===== config.mk =====
export PLATFORM = sky130hd
export DESIGN_NAME = usb_tx_scheduler
export DESIGN_NICKNAME = d
export VERILOG_FILES = /design/src/rtl/usb_tx_scheduler.sv
export SDC_FILE = /design/constraint.sdc
export NUM_CORES = 1
export LEC_CHECK = 0
export ABC_CLOCK_PERIOD_IN_PS = 1800
export BUFFER_PORTS_ARGS = -buffer_cell sky130_fd_sc_hd__buf_2
export CAP_MARGIN = 20
export CORE_ASPECT_RATIO = 1.75
export CORE_MARGIN = 3
export CORE_UTILIZATION = 49
export DETAILED_ROUTE_END_ITERATION = 10
export PLACE_DENSITY = 0.76
export SYNTH_ARGS = -nofsm -noshare
export SYNTH_HDL_FRONTEND = slang
export SYNTH_SLANG_ARGS = --single-unit

===== constraint.sdc =====
create_clock -name clk -period 1.8 [get_ports clk]
set_input_delay 0.27 -clock clk [delete_from_list [all_inputs] [get_ports clk]]
set_output_delay 0.27 -clock clk [all_outputs]
set_load 0.01 [all_outputs]

===== src/rtl/usb_tx_scheduler.sv =====
`default_nettype none
// ============================================================================
// Module   : usb_tx_scheduler
// Purpose  : Two-requester round-robin USB packet sender (PID, payload, CRC16).
// Revision : 1.0 - initial release
// ============================================================================
module usb_tx_scheduler (
    input  logic       clk,
    input  logic       reset,
    input  logic [1:0] req,
    input  logic [3:0] ep0_pid,
    input  logic [3:0] ep1_pid,
    input  logic [3:0] ep0_len,
    input  logic [3:0] ep1_len,
    output logic [4:0] buf_addr,
    input  logic [7:0] buf_data,
    input  logic       tx_ready,
    output logic       tx_valid,
    output logic [7:0] tx_data,
    output logic [1:0] grant,
    output logic [1:0] done,
    output logic       busy
);

    typedef enum logic [2:0] {
        S_IDLE = 3'd0,
        S_PID  = 3'd1,
        S_DATA = 3'd2,
        S_CRC1 = 3'd3,
        S_CRC2 = 3'd4
    } state_t;

    state_t      r_state;
    logic        r_id;
    logic        r_last;
    logic [3:0]  r_pid;
    logic [3:0]  r_len;
    logic [3:0]  r_idx;
    logic [15:0] r_crc;
    logic [1:0]  r_grant;
    logic [1:0]  r_done;

    logic        w_win;
    logic        w_xfer;

    // CRC-16/USB, reflected 0xA001, one byte LSB first
    function automatic logic [15:0] f_crc_byte(input logic [15:0] crc, input logic [7:0] data);
        logic [15:0] c;
        c = crc ^ {8'h00, data};
        for (int i = 0; i < 8; i++) begin
            c = c[0] ? ((c >> 1) ^ 16'hA001) : (c >> 1);
        end
        return c;
    endfunction

    // On a tie the requester that did not own the last packet wins
    assign w_win  = (req == 2'b11) ? ~r_last : req[1];
    assign w_xfer = tx_valid && tx_ready;

    always_ff @(posedge clk or negedge reset) begin
        if (!reset) begin
            r_state <= S_IDLE;
            r_id    <= 1'b0;
            r_last  <= 1'b1;
            r_pid   <= 4'h0;
            r_len   <= 4'h0;
            r_idx   <= 4'h0;
            r_crc   <= 16'hFFFF;
            r_grant <= 2'b00;
            r_done  <= 2'b00;
        end else begin
            r_done <= 2'b00;
            case (r_state)
                S_IDLE: begin
                    if (req != 2'b00) begin
                        r_id    <= w_win;
                        r_last  <= w_win;
                        r_pid   <= w_win ? ep1_pid : ep0_pid;
                        r_len   <= w_win ? ep1_len : ep0_len;
                        r_idx   <= 4'h0;
                        r_crc   <= 16'hFFFF;
                        r_grant <= w_win ? 2'b10 : 2'b01;
                        r_state <= S_PID;
                    end
                end
                S_PID: begin
                    if (w_xfer) begin
                        r_state <= (r_len != 4'h0) ? S_DATA : S_CRC1;
                    end
                end
                S_DATA: begin
                    if (w_xfer) begin
                        r_crc <= f_crc_byte(r_crc, buf_data);
                        r_idx <= r_idx + 4'd1;
                        if (r_idx == r_len - 4'd1) begin
                            r_state <= S_CRC1;
                        end
                    end
                end
                S_CRC1: begin
                    if (w_xfer) begin
                        r_state <= S_CRC2;
                    end
                end
                S_CRC2: begin
                    if (w_xfer) begin
                        r_done  <= r_grant;
                        r_grant <= 2'b00;
                        r_state <= S_IDLE;
                    end
                end
                default: begin
                    r_grant <= 2'b00;
                    r_state <= S_IDLE;
                end
            endcase
        end
    end

    always_comb begin
        tx_data = 8'h00;
        case (r_state)
            S_PID:   tx_data = {~r_pid, r_pid};
            S_DATA:  tx_data = buf_data;
            S_CRC1:  tx_data = ~r_crc[7:0];
            S_CRC2:  tx_data = ~r_crc[15:8];
            default: tx_data = 8'h00;
        endcase
    end

    assign tx_valid = (r_state == S_PID) || (r_state == S_DATA) ||
                      (r_state == S_CRC1) || (r_state == S_CRC2);
    assign buf_addr = (r_state == S_DATA) ? {r_id, r_idx} : 5'd0;
    assign busy     = (r_state != S_IDLE);
    assign grant    = r_grant;
    assign done     = r_done;

endmodule
`default_nettype wire


==> flow_metrics.tcl <==
set metrics [dict create \
    wire_per_inst_um 17.4 \
    fin_nets 339 \
    violations_in_the_final_reports "setup timing" \
    synth-compound-area-share_pct 17.9 \
    required_time_at_the_endpoint_of_the_critical_path_ns 1.53 \
    synth_enable_flop_cells 0 \
    setup.worst_path.class "register to output pin" \
    hold_viol_final 0 \
    crit_path_max_incr_delay_ns 0.47 \
    tritoncts_num_sinks 37 \
    global_route.usage.total_pct 24.9 \
    ioPinCount 48 \
    globalplace.congestion 0.853 \
    critical_path_arrival_ns 1.61 \
    drt_first_pass_iters 4 \
    grt_first_pass_wirelength_mm 9.96 \
    cts-root-to-sink-buffers 2 \
    postSynthNetCount 258 \
    endpoint_kind "output pin" \
    layout_worst_path_cycle_share_pct 104 \
    flow.area_growth_from_synthesis_pct 37.7 \
    overflow 0 \
    total_count_of_max_transition_violations_in_the_final_report 0 \
    io_buffers 47 \
    grt_start_max_net_pins 38 \
    post-route-drc-count 0 \
    tightestPinTransition_ns 0.524 \
    fin_crit_ns 1.88 \
    postLayoutCoreUtil_pct 71.4 \
    hpwl_mm 4.31 \
    synth-simple-area-share_pct 12.6 \
    htree_num_levels 2 \
    rsz_0062_raised_after_global_routing "true" \
    run_status "finished with violations" \
    num_rows 31 \
    layout-drive-gt1-share_pct 44.8 \
    antenna_found_initial 0 \
    crit_path_top_delay_cell "dfrtp_2" \
    die_w_um 56.3 \
    synthDominantAreaCellType "dfrtp_1" \
    critical-path-top-delay-family "flip-flops" \
    synth.ff_latch_count 37 \
    synthAdderAreaFrac_pct 1.73 \
    area.sequential_um2 951 \
    maxSlewHeadroom_pct 64.8 \
    setup_violations 3 \
    layout_setup_ws_ns -0.0797 \
    drv.max_cap_violation_count 0 \
    static-leakage-power_nw 1.41 \
    synthesis.area_per_instance_um2 9.61 \
    synth_top_area_share_pct 23.1 \
    hold_ws_ns 0.0122 \
    start_kind "register" \
    finalInstanceArea_mm2 0.00299 \
    synth_top_family_by_area "compound AO/OA/AOI/OAI gates" \
    ys_dominant_reg_cell "dfrtp_1" \
    power.ir.vdd_worst_mv 1.49 \
    ant_nets 0 \
    root_buffer "clkbuf_8" \
    die_outline_area_mm2 0.00530 \
    finalWirelength_mm 6.23 \
    die_height_um 94.1 \
    avgViaCountPerCell 5.68 \
    synth.yosys.seq_area_share_pct 43.6 \
    cts_buffers 5 \
    starting_density_pct 51.8 \
    cts_tree "built" \
    fin_worst_skew_ns 0.0105 \
    filler_cell_count 297 \
    clkSlewWorstSetupHoldPaths_ns 0.08 \
    vias_in_the_first_global_route 2073 \
    place_worst_setup_slack_ns -0.118 \
    dpl_cell_area_mm2 0.00272 \
    hold_path_class "input pin to asynchronous set/reset pin" \
    post_synth_instance_area_mm2 0.00217 \
    num_vias 2026 \
    total_power_mw 5.76 \
    antenna_cells_inserted 0 \
    yosysUniqueCellTypes 35 \
    pwr_density_cell_mw_per_mm2 1930 \
    worst-path-buf-inv 2 \
    postSynth.asyncResetShare_pct 100 \
    critical_path.max_fanout 7 \
    dr.first_iter.drc_count 86 \
    synthesis.instances 226 \
    yosys.area_share.xor_xnor_pct 13.8 \
    clock_insertion_delay_worst_skew_ns 0.30 \
    max_freq_ghz 0.532 \
    core_area_mm2 0.00419 \
    timing.critical_path.cells "buf_6 > mux2i_1 > a22oi_1 > o22ai_1 > buf_2" \
    synth_warnings 0 \
    multi_input_area_mm2 0.00125 \
    cts_hold_buf 0 \
    synthMuxAreaShare_pct 6.46 \
    synthTopCellsByArea "dfrtp_1 23%, dfstp_2 21%, xnor2_1 8.1%" \
]
[state kept, by name (all words and copies together), names as in the netlist, 2 cells and up]
| name | count |
|---|---|
| r_state | 3 |
| r_crc | 16 |
| r_idx | 4 |
| r_len | 4 |
| r_pid | 4 |
| grant | 2 |
| done | 2 |
[worst reg2reg max path: cells and delay by family, from the launching register on]
| kind | cells | cell delay [ns] |
|---|---|---|
| xor+xnor | 4 | 0.75 |
| flops | 1 | 0.57 |
| buf+inv | 2 | 0.29 |
| compound gates | 1 | 0.13 |
[logic make-up (layout without fill, tap and decap cells)]
group           count (synthesis)  count (layout)
flops                          37              37
mux                            14              14
simple gates                   59              59
fa+ha+maj                       3               3
xor+xnor                       30              30
buf+inv                        23             105
compound gates                 60              60
[worst paths after layout]
path	endpoint	depth (start not counted)	slack, ns	startpoint
min in group clk	r_last	2	0.18	req[0]
worst max-delay path	tx_data[2]	5	-0.08	r_state[0]
worst min-delay path	r_len[1]	2	0.01	reset
worst max register to register	r_crc[14]	7	0	r_crc[4]
worst min register to register	r_id	1	0.51	r_id
max in group asynchronous	r_crc[8]	2	1.41	reset
[layout by cell type, fill, tap and decap left out, types with 4 or more instances in the layout]
cell      instances
mux2i_1          12
clkbuf_8          5
nand2_1          13
buf_2            47
o22ai_1           8
o21ai_0          12
nor2_1           21
and3_1            6
buf_6             4
dfstp_2          17
a22oi_1           5
xnor2_2           5
xor2_1            7
xnor2_1          15
a21oi_2           4
o22a_1            6
dfrtp_1          17
inv_1            10
buf_4            34
a21oi_1          17
[synth_stat cells (3+ instances only)]
cell,number
o21ai_0,13
ha_1,3
a21oi_1,21
clkbuf_1,10
dfrtp_1,20
a22oi_1,5
inv_1,11
xnor2_1,20
and3_1,6
o22ai_1,8
nand2_1,15
xor2_1,7
mux2i_1,14
dfstp_2,17
o22a_1,6
nor2_1,26
[metrics by stage]
| step | cells | TNS (ns) |
|---|---|---|
| after CTS | 358 | -0.293 |
| after floorplan | 226 | -0.0560 |
| final | 357 | -0.141 |
| after global routing | 357 | -0.644 |
| after detailed placement | 346 | -0.241 |
| after global placement | 346 | -0.246 |
[where the power goes]
group / switching (mW) / internal (mW) / total, mW
Clock: 0.316 / 0.551 / 0.866
Combinational: 1.62 / 1.67 / 3.29
Sequential: 0.365 / 1.24 / 1.60
[final cells by class]
cell class | instances | area share, %
flip-flops and latches | 37 | 31.8
well taps | 49 | 2.05
clock buffers | 5 | 2.30
repair buffers | 86 | 18.6
multi-input cells | 166 | 41.7
clock inverters | 3 | 2.18
inverters | 11 | 1.38
[per-layer routing]
| layer | global-route usage [%] | share of wire, % | vias up |
|---|---|---|---|
| li1 | - | - | 952 |
| met1 | 27.5 | 36 | 954 |
| met2 | 45.0 | 54 | 99 |
| met3 | 4.68 | 6.1 | 21 |
| met4 | 12.3 | 3.5 | 0 |
| met5 | 0 | 0 | - |
[what timing repair did]
item	CTS	global route
gates resized for setup	14	16
setup endpoints to repair	11	18
setup buffers	4	0
pin swaps	8	11
Note: power is estimated with default switching activity, not from simulation.
